`config.mk`:
```
export PLATFORM = sky130hd
export DESIGN_NAME = spi_reg_ctrl
export DESIGN_NICKNAME = d
export VERILOG_FILES = /design/src/rtl/spi_ctrl_pkg.sv /design/src/rtl/spi_regfile.sv /design/src/rtl/spi_reg_ctrl.sv
export SDC_FILE = /design/constraint.sdc
export NUM_CORES = 1
export LEC_CHECK = 0
export ABC_AREA = 1
export ABC_CLOCK_PERIOD_IN_PS = 4600
export CORE_MARGIN = 5
export CORE_UTILIZATION = 55
export CTS_BUF_LIST = sky130_fd_sc_hd__clkbuf_8
export DETAILED_ROUTE_END_ITERATION = 12
export PLACE_DENSITY = 0.76
export SYNTH_ARGS = -nofsm -noshare
export SYNTH_HDL_FRONTEND = slang
export SYNTH_SLANG_ARGS = --single-unit
export TNS_END_PERCENT = 100
```
`constraint.sdc`:
```
create_clock -name clk -period 4.6 [get_ports clk]
set_input_delay 0.46 -clock clk [delete_from_list [all_inputs] [get_ports clk]]
set_output_delay 0.46 -clock clk [all_outputs]
set_load 0.01 [all_outputs]
```
`src/rtl/spi_ctrl_pkg.sv`:
```
// Shared definitions for the SPI register controller.
// Holds the controller state enumeration, command-byte field positions
// and the default identification value returned from the top register.
package spi_ctrl_pkg;

  typedef enum logic [1:0] {
    ST_IDLE  = 2'd0,
    ST_CMD   = 2'd1,
    ST_WDATA = 2'd2,
    ST_RDATA = 2'd3
  } state_t;

  // Command byte layout: bit7 selects read (1) or write (0); bits[2:0]
  // carry the start address; bits[6:3] are don't-care.
  localparam int RW_BIT        = 7;
  localparam int ADDR_LSB      = 0;
  localparam int CMD_ADDR_BITS = 3;

  localparam logic [7:0] DEFAULT_ID_VALUE = 8'hA5;

endpackage

```
`src/rtl/spi_regfile.sv`:
```
// Register file for the SPI controller: N_REGS x 8-bit, one write port,
// one asynchronous read port. The top address reads back ID_VALUE.
// Ports: clk, rst_n, we/waddr/wdata (write), raddr/rdata (comb read).
module spi_regfile #(
  parameter int          N_REGS   = 8,
  parameter int          AW       = 3,
  parameter logic [7:0]  ID_VALUE = 8'hA5
) (
  input  logic          clk,
  input  logic          rst_n,
  input  logic          we,
  input  logic [AW-1:0] waddr,
  input  logic [7:0]    wdata,
  input  logic [AW-1:0] raddr,
  output logic [7:0]    rdata
);

  localparam logic [AW-1:0] TOP_ADDR = AW'(N_REGS - 1);

  logic [7:0] mem [N_REGS];

  always_ff @(posedge clk or negedge rst_n) begin
    if (!rst_n) begin
      for (int i = 0; i < N_REGS; i++) begin
        mem[i] <= 8'h00;
      end
    end else if (we) begin
      mem[waddr] <= wdata;
    end
  end

  // The top slot is a read-only identifier; its storage is never exposed.
  assign rdata = (raddr == TOP_ADDR) ? ID_VALUE : mem[raddr];

endmodule

```
`src/rtl/spi_reg_ctrl.sv`:
```
// Byte-level SPI register controller: decodes a command byte, then bursts
// writes or reads over a small register file with address wrap.
// Ports: clk/rst_n, cs_n + rx_byte/rx_valid in, tx_byte/tx_load, led, busy, err out.
module spi_reg_ctrl
  import spi_ctrl_pkg::*;
#(
  parameter int         N_REGS   = 8,
  parameter logic [7:0] ID_VALUE = DEFAULT_ID_VALUE
) (
  input  logic       clk,
  input  logic       rst_n,
  input  logic       cs_n,
  input  logic [7:0] rx_byte,
  input  logic       rx_valid,
  output logic [7:0] tx_byte,
  output logic       tx_load,
  output logic [7:0] led,
  output logic       busy,
  output logic       err
);

  localparam int            AW       = (N_REGS > 1) ? $clog2(N_REGS) : 1;
  localparam logic [AW-1:0] TOP_ADDR = AW'(N_REGS - 1);
  localparam logic [AW-1:0] ZERO_ADDR = '0;

  state_t state, state_nxt;

  logic          cs_n_d;
  logic          cs_fall;
  logic [AW-1:0] addr, addr_nxt, addr_inc, cmd_addr, rd_addr;
  logic [CMD_ADDR_BITS-1:0] cmd_field;
  logic [7:0]    rd_data;
  logic [7:0]    tx_nxt;
  logic          we;
  logic          err_set, err_clr;
  logic          tx_due, tx_zero;
  logic          tx_pend;

  // cs_n_d resets low so that a chip select already held low when reset
  // is released is not mistaken for a fresh falling edge.
  assign cs_fall   = cs_n_d & ~cs_n;
  assign addr_inc  = (addr == TOP_ADDR) ? ZERO_ADDR : addr + 1'b1;
  assign cmd_field = rx_byte[ADDR_LSB +: CMD_ADDR_BITS];
  assign cmd_addr  = AW'(32'(cmd_field) % N_REGS);
  assign busy      = (state != ST_IDLE);

  spi_regfile #(
    .N_REGS  (N_REGS),
    .AW      (AW),
    .ID_VALUE(ID_VALUE)
  ) u_regfile (
    .clk  (clk),
    .rst_n(rst_n),
    .we   (we),
    .waddr(addr),
    .wdata(rx_byte),
    .raddr(rd_addr),
    .rdata(rd_data)
  );

  always_ff @(posedge clk or negedge rst_n) begin
    if (!rst_n) begin
      state <= ST_IDLE;
    end else begin
      state <= state_nxt;
    end
  end

  // Next state plus per-cycle control. A byte arriving together with
  // cs_n high is still handled before the state drops back to IDLE.
  always_comb begin
    state_nxt = state;
    addr_nxt  = addr;
    rd_addr   = addr_inc;
    we        = 1'b0;
    err_set   = 1'b0;
    err_clr   = 1'b0;
    tx_due    = 1'b0;
    tx_zero   = 1'b0;

    case (state)
      ST_IDLE: begin
        if (rx_valid) begin
          err_set = 1'b1;
        end
        if (cs_fall) begin
          state_nxt = ST_CMD;
          tx_due    = 1'b1;
          tx_zero   = 1'b1;
        end
      end

      ST_CMD: begin
        if (rx_valid) begin
          addr_nxt = cmd_addr;
          rd_addr  = cmd_addr;
          if (rx_byte[RW_BIT]) begin
            state_nxt = ST_RDATA;
            tx_due    = ~cs_n;
          end else begin
            state_nxt = ST_WDATA;
          end
        end
        if (cs_n) begin
          state_nxt = ST_IDLE;
        end
      end

      ST_WDATA: begin
        if (rx_valid) begin
          addr_nxt = addr_inc;
          if (addr == TOP_ADDR) begin
            err_set = 1'b1;
          end else begin
            we = 1'b1;
            if (addr == ZERO_ADDR) begin
              err_clr = 1'b1;
            end
          end
        end
        if (cs_n) begin
          state_nxt = ST_IDLE;
        end
      end

      ST_RDATA: begin
        if (rx_valid) begin
          addr_nxt = addr_inc;
          tx_due   = ~cs_n;
        end
        if (cs_n) begin
          state_nxt = ST_IDLE;
        end
      end

      default: begin
        state_nxt = ST_IDLE;
      end
    endcase

    tx_nxt = tx_zero ? 8'h00 : rd_data;
  end

  // Datapath registers. A load that falls due while tx_load is already
  // high is deferred by one cycle so tx_load never stays high twice.
  always_ff @(posedge clk or negedge rst_n) begin
    if (!rst_n) begin
      cs_n_d  <= 1'b0;
      addr    <= '0;
      led     <= 8'h00;
      err     <= 1'b0;
      tx_byte <= 8'h00;
      tx_load <= 1'b0;
      tx_pend <= 1'b0;
    end else begin
      cs_n_d <= cs_n;
      addr   <= addr_nxt;

      if (err_set) begin
        err <= 1'b1;
      end else if (err_clr) begin
        err <= 1'b0;
      end

      if (we && (addr == ZERO_ADDR)) begin
        led <= rx_byte;
      end

      if (tx_due) begin
        tx_byte <= tx_nxt;
        tx_load <= ~tx_load;
        tx_pend <= tx_load;
      end else begin
        tx_load <= tx_pend;
        tx_pend <= 1'b0;
      end
    end
  end

endmodule

```
Yosys cells after proc, flatten, opt, wreduce, memory -nomap -nowiden. Index checks and enable logic that the tools add are counted.

Register bits: 89. Output and inout port bits: 19. Word-level logic and storage cells: 86.

$add $sub $neg: 1. $lt $le $gt $ge: 3. Equal/unequal tests: 10. Multiplexer cells: 41. Bitwise operators: 5. Reductions and logical operators: 10.

Operators by type and width (count): $bwmux 64 (1); $mux 8 (5); $bmux 8 s3 (1); $demux 8 s3 (1); $mux 1 (20); $mux 3 (5); $ge 4x4->1 const B (2); $mux 2 (4); $not 3->4 (2); $eq 3x3->1 const B (2); $pmux 2 s3 (1); $pmux 3 s2 (1); $reduce_and 3->1 (2); $reduce_bool 2->1 (3); $eq 2x2->1 const B (2); $lt 4x1->1 const B (1); $ne 2x1->1 const B (2); $ne 2x2->1 const B (2); $add 3x1->3 const B (1); $logic_not 3->1 (1); $ne 3x3->1 const B (1); $pmux 1 s3 (1); $eq 2x1->1 const B (1); $logic_and 1x1->1 (2); 5 further kinds (6).

Logic depth before layout (Yosys ltp). Gate-level depths: netlist of run 1.

Word-level depth: 10. Mapped depth: 12. Depth with buffers taken out: 11.

Cells and area by module. From an unflattened synthesis of run 1, not the netlist that was laid out.

Cell total of the unflattened synthesis: 537. Area total of the unflattened synthesis: 4264.1 um^2.

By module, submodules not included: spi_regfile (times used 1, cells each 388, area each 3027.9 um^2, sequential area each 1601.5 um^2); spi_reg_ctrl (times used 1, cells each 149, area each 1236.2 um^2, sequential area each 625.6 um^2).

Least setup slack after synthesis of run 1. OpenSTA, ideal clock, no wires.

Path kind: register to register. From: register addr[1]. To: register tx_byte[1]. Library setup time: 0.118 ns. Arrival time: 1.746 ns. Data required time: 4.482 ns. Path slack: 2.736 ns. Stages on the path, launching flop included: 12. Buffers on the path: 1. Path through: dfrtp_1 > ha_1 > ha_1 > nor2_1 > nand2_4 > nand2_4 > buf_6 > nand2_1 > nand3_1 > nand3_1 > nand3_1 > nand2_1.

Longest elaborated chain between the ends: 10. Elaborated cells between the ends (all ways): 12.

RTL lines: start: declaration (line spi_reg_ctrl.sv:30) `logic [AW-1:0] addr, addr_nxt, addr_inc, cmd_addr, rd_addr;`; start signal: assignment (line spi_reg_ctrl.sv:157) `addr <= addr_nxt;`; $add 3x1->3 or $eq 3x3->1 (tied branches) (line spi_reg_ctrl.sv:42) `assign addr_inc = (addr == TOP_ADDR) ? ZERO_ADDR : addr + 1'b1;`; $mux 3 (*) (line spi_reg_ctrl.sv:42); $mux 3 (line spi_reg_ctrl.sv:94) `if (rx_valid) begin`; $mux 3 (*) (line spi_reg_ctrl.sv:81) `case (state)`; $not 3->4 (implied by the code) (line spi_regfile.sv:33) `assign rdata = (raddr == TOP_ADDR) ? ID_VALUE : mem[raddr];`; $bmux 8 s3 (line spi_regfile.sv:33); $mux 8 (implied by the code) (2 in series) (line spi_regfile.sv:33); $mux 8 (*) (line spi_regfile.sv:33); $mux 8 (*) (line spi_reg_ctrl.sv:141) `tx_nxt = tx_zero ? 8'h00 : rd_data;`; end signal: assignment (line spi_reg_ctrl.sv:170) `tx_byte <= tx_nxt;`; end: declaration (line spi_reg_ctrl.sv:15) `output logic [7:0] tx_byte,`.

Mark *: on every way between the ends. The rest lies on a longest branch, timed or not. The select of a mux whose other input is x is not followed. A chain may end at the register's enable or synchronous reset.

Worst setup path in the final report of run 1.
From: register addr[0]. To: register tx_byte[0].

Same word-level chain as after synthesis.

==> impl_metrics.json, run 1 <==
{
  "status": "completed",
  "synth_top_area_share_pct": 49.8,
  "intPower_mw": 1.65,
  "dieWidth_um": 96.0,
  "required_ps": 4890,
  "max_freq_mhz": 419,
  "overflow": 0,
  "placed_cells": 586,
  "grt_usage_pct": 22.7,
  "ir_drop_v": 0.000246,
  "cts-root-buf": "clkbuf_8",
  "initial_core_util_pct": 56.4,
  "path_buf_inv": 3,
  "p_sw_mw": 1.07,
  "p_clk_share_pct": 20.2,
  "cp_common_cell": "inv_1",
  "slowest_stage": "dfrtp_1",
  "worst_pin_slew_ps": 997,
  "power_frac_comb_pct": 38.9,
  "r2r_slack_ps": 2210,
  "crit_family": "flip-flops",
  "cts_inserted_buffers": 9,
  "critical_path.reg2reg.endpoint": "tx_byte[0]",
  "slew_headroom_pct": 33.5,
  "portBuffers": 30,
  "dieArea_um2": 9210,
  "yosys.cell_types.count": 27,
  "first_pass_iters": 5,
  "hold_viol_final": 0,
  "drc": 0,
  "yosysSeqAreaShare_pct": 49.8,
  "synthMuxAreaShare_pct": 0,
  "worstHoldPathType": "input port to async pin",
  "max_stage_delay_ps": 600,
  "tns_ps": 0,
  "worstPathMaxFanout": 9,
  "clockBufferDepth": 2,
  "clk_pin_slew_ps": 80,
  "nets": 513,
  "worstRegToRegCells": 10,
  "slew_violations": 0,
  "postCtsSetupRepairBufs": 0,
  "cts_hold_buffers": 0,
  "insertion_delay_ps": 350,
  "cts_resized": 0,
  "placementRows": 31,
  "min_period_ps": 2390,
  "area_growth_pct": 10.9,
  "worstPathCellList": "inv_1 -> ha_1 -> inv_1 -> nor2_1 -> nand2_1 -> o21ai_2 -> inv_1 -> nand3_1 -> nand3_1 -> nand2_1",
  "syn_inst": 480,
  "yosysTopAreaCell": "dfrtp_1",
  "wire_per_inst_um": 15.4,
  "synth-simple-area-share_pct": 28.7,
  "cts_sinks": 81,
  "htreeDepth": 3,
  "power_density_nw_per_um2": 603,
  "antenna_found_initial": 0,
  "setup_violations": 0,
  "synth_seq_cells": 81,
  "diodes": 0,
  "clock-skew-final_ps": 6.90,
  "r2r_start": "addr[0]",
  "synth_top_family_by_area": "simple AND/OR/NAND/NOR gates",
  "p_total_mw": 2.72,
  "power.share.sequential_pct": 40.9,
  "grt_max_degree": 82,
  "via_per_inst": 5.44,
  "p_leak_nw": 2.12,
  "drive_gt1_share_pct": 8.57,
  "cts_tree": "built",
  "synth-xor-area-share_pct": 0,
  "worstSetupPathType": "flip-flop to flip-flop",
  "grt_pass1_vias": 3139,
  "start_kind": "flip-flop",
  "dp_hpwl_um": 6490,
  "core_um2": 7210,
  "timing.final.crit_share_pct": 51.9,
  "synth-compound-area-share_pct": 10.3,
  "nFillCells": 672,
  "ios": 31,
  "switching_share_pct": 39.4,
  "drt_iter0_drc": 192,
  "cp-end-kind": "flip-flop",
  "syn_area_um2": 4070,
  "synthesis.nets": 495,
  "die_h_um": 96.0,
  "synth_warnings": 0,
  "synthAdderAreaFrac_pct": 0.923,
  "cp.arrival_ps": 2680,
  "synth_area_leaders": "dfrtp_1 50%, nand2_1 13%, nand3_1 8.5%, o21ai_1 5.4%, inv_1 5.0%",
  "grt_pass1_wl_um": 15900,
  "syn_area_per_cell_um2": 8.47,
  "drv_cap": 0,
  "layout.cells.non_filler": 601,
  "routed_wl_um": 9260,
  "rsz0062_at_grt": "no",
  "place.gp.congestion": 0.910,
  "postRouteAntennaNets": 0,
  "vias": 3272
}
-- layer usage --
metal | share of wire (%) | GRT usage, %
met5 | 0 | 0
met4 | 1.9 | 6.52
met3 | 6.2 | 5.94
met2 | 45 | 33.4
met1 | 47 | 32.9
-- cell type report --
class / count / area, um^2 / area share (%)
Clock buffer: 9 / 124 / 2.75
Clock inverter: 6 / 85.1 / 1.89
Inverter: 59 / 226 / 5.02
Multi-Input combinational cell: 317 / 1630 / 36.1
Sequential cell: 81 / 2030 / 44.9
Tap cell: 99 / 124 / 2.75
Timing Repair Buffer: 30 / 298 / 6.60
-- worst max-delay path by stage --
stage / start / endpoint / slack [ps] / depth (start not counted)
2_1_floorplan: addr[1] / tx_byte[1] / 2740 / 11
3_3_place_gp: rx_valid / tx_byte[0] / 2200 / 10
3_5_place_dp: rx_valid / tx_byte[4] / 2160 / 10
4_1_cts: addr[0] / tx_byte[0] / 2210 / 10
5_1_grt: addr[0] / tx_byte[1] / 2020 / 10
6_report: addr[0] / tx_byte[0] / 2210 / 10
-- worst reg2reg max path, cell delays in order (launching register included) --
cell	delay [ps]
dfrtp_1	600
inv_1	310
ha_1	360
inv_1	40
nor2_1	140
nand2_1	90
o21ai_2	180
inv_1	250
nand3_1	180
nand3_1	100
nand2_1	80
-- Yosys cell counts --
cell      instances
inv_2             4
nor2_2            4
o21ai_1          44
nand3_4           4
nand4_2           1
nand2_1         137
dfrtp_1          81
nand2_4           3
a21oi_2           1
buf_2             5
nand4_1           2
o21ai_0          26
nor2_1            7
clkbuf_1          4
nand4_4           5
inv_1            54
a31oi_1           1
nand2_2           2
buf_6            11
ha_1              3
o21ai_2           2
o211ai_1          4
nand3_2           1
buf_4             3
nand3_1          69
clkinv_4          1
o31ai_1           1
-- layout by cell type, fill, tap and decap left out, drive strengths merged --
master         instances
inv                   59
clkbuf                 9
bufinv                 2
nor2                  11
o31ai                  1
clkinvlp               1
nand2                142
o211ai                 4
dfrtp                 81
nand4                  8
clkinv                 3
a21oi                  1
buf                    1
nand3                 74
ha                     3
o21ai                 72
clkdlybuf4s50         29
a31oi                  1
-- through the flow --
stage          hold slack (ps)  util (%)  worst slack, ps  area (um^2)
2_1_floorplan              164         -             2740         4070
3_3_place_gp               444      59.6             2200         4300
3_5_place_dp               450      59.6             2160         4300
4_1_cts                    314      62.5             2210         4510
5_1_grt                    370      62.5             2020         4510
6_report                   246      62.5             2210         4510
-- kinds of logic after synthesis --
family                   count (synthesis)
AND/OR/NAND/NOR                        235
AO/OA/AOI/OAI                           79
flip-flops                              81
buffers and inverters                   82
adder cells (fa/ha/maj)                  3
-- power groups by stage --
stage	clock network (mW)	logic, mW	registers (mW)
5_1_grt	0.593	1.20	1.14
4_1_cts	0.560	1.05	1.11
2_1_floorplan	0	0.780	1.09
6_report	0.549	1.06	1.11
3_5_place_dp	0	1.05	1.12
3_3_place_gp	0	1.03	1.11
-- registers in the layout, summed over array words and instances, names as in the netlist --
signal         cells
led                8
err                1
tx_pend            1
state              2
cs_n_d             1
addr               3
tx_load            1
tx_byte            8
u_regfile.mem     56
(Power assumes the default switching activity.)
==> run 2: changes to the inputs <==
--- a/config.mk
+++ b/config.mk
@@ -6,12 +6,12 @@
 export NUM_CORES = 1
 export LEC_CHECK = 0
 export ABC_AREA = 1
-export ABC_CLOCK_PERIOD_IN_PS = 4600
+export ABC_CLOCK_PERIOD_IN_PS = 2040
 export CORE_MARGIN = 5
-export CORE_UTILIZATION = 55
+export CORE_UTILIZATION = 54
 export CTS_BUF_LIST = sky130_fd_sc_hd__clkbuf_8
 export DETAILED_ROUTE_END_ITERATION = 12
-export PLACE_DENSITY = 0.76
+export PLACE_DENSITY = 0.78
 export SYNTH_ARGS = -nofsm -noshare
 export SYNTH_HDL_FRONTEND = slang
 export SYNTH_SLANG_ARGS = --single-unit
==> constraint.sdc (replaced) <==
create_clock -name clk -period 2.04 [get_ports clk]
set_input_delay 0.204 -clock clk [delete_from_list [all_inputs] [get_ports clk]]
set_output_delay 0.204 -clock clk [all_outputs]
set_load 0.01 [all_outputs]
==> run 2 against run 1 <==
  * Core utilization rose by 1.3 points
  * Register-to-register slack got worse by 2100 ps
  * Clock power rose by 120%
  * Sequential power rose by 120%
  * Design area rose by 3.2%
  * Non-clock buffer count rose by 18
  * Routed wire length rose by 2.2%
==> impl_metrics.json, run 2 (synthesis gave the netlist of run 1 again) <==
{
  "p_leak_nw": 2.20,
  "p_clk_share_pct": 19.5,
  "slew_headroom_pct": 69.2,
  "cts_sinks": 81,
  "seq_area_um2": 2030,
  "p_sw_mw": 2.51,
  "dieWidth_um": 96.8,
  "drive_gt1_share_pct": 12.1,
  "multi_input_area_um2": 1630,
  "postRouteAntennaNets": 0,
  "drt_iter0_drc": 359,
  "portBuffers": 30,
  "wire_per_inst_um": 15.3,
  "timing.final.crit_share_pct": 92.5,
  "slew_violations": 0,
  "nets": 531,
  "nFillCells": 647,
  "worstSetupPathType": "flip-flop to output port",
  "reg.largest.list": "u_regfile.mem: 56 flops, led: 8 flops, tx_byte: 8 flops",
  "grt_use_met1_pct": 31.6,
  "power_frac_comb_pct": 40.7,
  "initial_core_util_pct": 55.8,
  "pre_cts_slack_ps": 156,
  "clockBufferDepth": 2,
  "worstPathMaxFanout": 10,
  "grt_use_met3_pct": 4.17,
  "cp.arrival_ps": 1680,
  "grt_pass1_wl_um": 16400,
  "tns_ps": 0,
  "placementRows": 31,
  "dp_hpwl_um": 6770,
  "r2r_slack_ps": 160,
  "switching_share_pct": 40.2,
  "cts_inserted_buffers": 9,
  "largest_register_ffs": 56,
  "drv_cap": 0,
  "crit_family": "flip-flops",
  "worst_slack_ps": 153,
  "first_pass_iters": 5,
  "area_growth_pct": 14.5,
  "ir_drop_v": 0.000672,
  "antenna_found_initial": 0,
  "status": "completed",
  "insertion_delay_ps": 360,
  "p_total_mw": 6.23,
  "layout_common_cells": "137 x nand2_1, 81 x dfrtp_1, 69 x nand3_1",
  "mostFrequentLayoutCell": "nand2_1",
  "dieArea_um2": 9370,
  "worstPathCellList": "nor2_2 -> inv_1 -> clkdlybuf4s50_1",
  "max_stage_delay_ps": 610,
  "vias": 3384,
  "slowest_stage": "dfrtp_1",
  "path_buf_inv": 2,
  "ios": 31,
  "max_freq_mhz": 530,
  "grt_max_degree": 49,
  "power.share.sequential_pct": 39.9,
  "worstHoldPathType": "input port to async pin",
  "htreeDepth": 3,
  "start_kind": "flip-flop",
  "clk_pin_slew_ps": 90,
  "required_ps": 1840,
  "die_h_um": 96.8,
  "worst_pin_slew_ps": 462,
  "via_per_inst": 5.46,
  "rsz0062_at_grt": "no",
  "setup_violations": 0,
  "top_usage_layer": "met1",
  "clock-skew-final_ps": 8.11,
  "grt_usage_pct": 21.3,
  "routed_wl_um": 9460,
  "grt_pass1_vias": 3252,
  "core_um2": 7290,
  "intPower_mw": 3.72,
  "hold_viol_final": 0,
  "min_period_ps": 1890,
  "gr-usage-met2_pct": 31.5,
  "cp-end-kind": "output port",
  "cts-root-buf": "clkbuf_8",
  "power_density_nw_per_um2": 1340,
  "overflow": 0,
  "diodes": 0,
  "drc": 0,
  "cts_tree": "built",
  "top_register": "u_regfile.mem",
  "place.gp.congestion": 0.904
}
[run 2: path summary, 6_finish.rpt]
path	start	endpoint	cells after the start
worst max-delay path	state[0]	busy	3
worst min-delay path	rst_n	cs_n_d	2
worst max register to register	addr[0]	tx_byte[3]	10
worst min register to register	tx_pend	tx_load	2
max in group asynchronous	rst_n	u_regfile.mem[32]	3
min in group clk	cs_n	cs_n_d	1
[run 2: power groups by stage]
| stage | clock network (mW) | registers (mW) | logic, mW |
|---|---|---|---|
| global route | 1.31 | 2.54 | 2.86 |
| floorplan | 0 | 2.47 | 1.76 |
| detailed placement | 0 | 2.50 | 2.50 |
| global placement | 0 | 2.48 | 2.44 |
| finish | 1.21 | 2.48 | 2.53 |
| CTS | 1.22 | 2.47 | 2.53 |
[run 2: layer usage]
layer | wire, um | vias to the layer above
met3 | 674 | 16
met1 | 4480 | 1618
met5 | 0 | -
li1 | - | 1631
met2 | 4170 | 119
met4 | 130 | 0
[run 2: through the flow]
stage | area (um^2) | cells | utilization (%) | hold slack (ps)
after floorplan | 4070 | 480 | - | -91.6
after global placement | 4440 | 603 | 60.9 | 177
after detailed placement | 4440 | 603 | 60.9 | 189
after CTS | 4650 | 620 | 63.8 | 331
after global routing | 4660 | 620 | 63.9 | 323
final | 4660 | 620 | 63.9 | 333
[run 2: cell type report]
| cell class | count | share of cell area (%) |
|---|---|---|
| Clock buffer | 9 | 2.66 |
| Timing Repair Buffer | 48 | 9.62 |
| Sequential cell | 81 | 43.5 |
| Tap cell | 99 | 2.66 |
| Multi-Input combinational cell | 317 | 35.0 |
| Inverter | 59 | 4.92 |
| Clock inverter | 7 | 1.64 |
[run 2: timing repair]
item                                    in CTS  in global routing
buffers inserted                             0                  0
hold endpoints to repair                    33                  0
hold buffers                                 1                  0
endpoints found under the setup margin       0                  2
resized for setup                            0                  2
[run 2: worst reg2reg max path: stages (launching register included)]
cell	delay, ps
dfrtp_1	390
ha_1	200
ha_1	230
nor2_1	230
nand2_4	90
nand2_4	210
nand2_1	100
nand3_1	90
nand3_1	80
nand3_1	100
nand2_1	50
==> run 3: changes to the inputs <==
--- a/config.mk
+++ b/config.mk
@@ -10,6 +10,7 @@
 export CORE_MARGIN = 5
 export CORE_UTILIZATION = 54
 export CTS_BUF_LIST = sky130_fd_sc_hd__clkbuf_8
+export CTS_CLUSTER_DIAMETER = 150
 export DETAILED_ROUTE_END_ITERATION = 12
 export PLACE_DENSITY = 0.78
 export SYNTH_ARGS = -nofsm -noshare
==> results of run 3 <==
The final DEF is identical to that of run 2; final timing and power are the same.
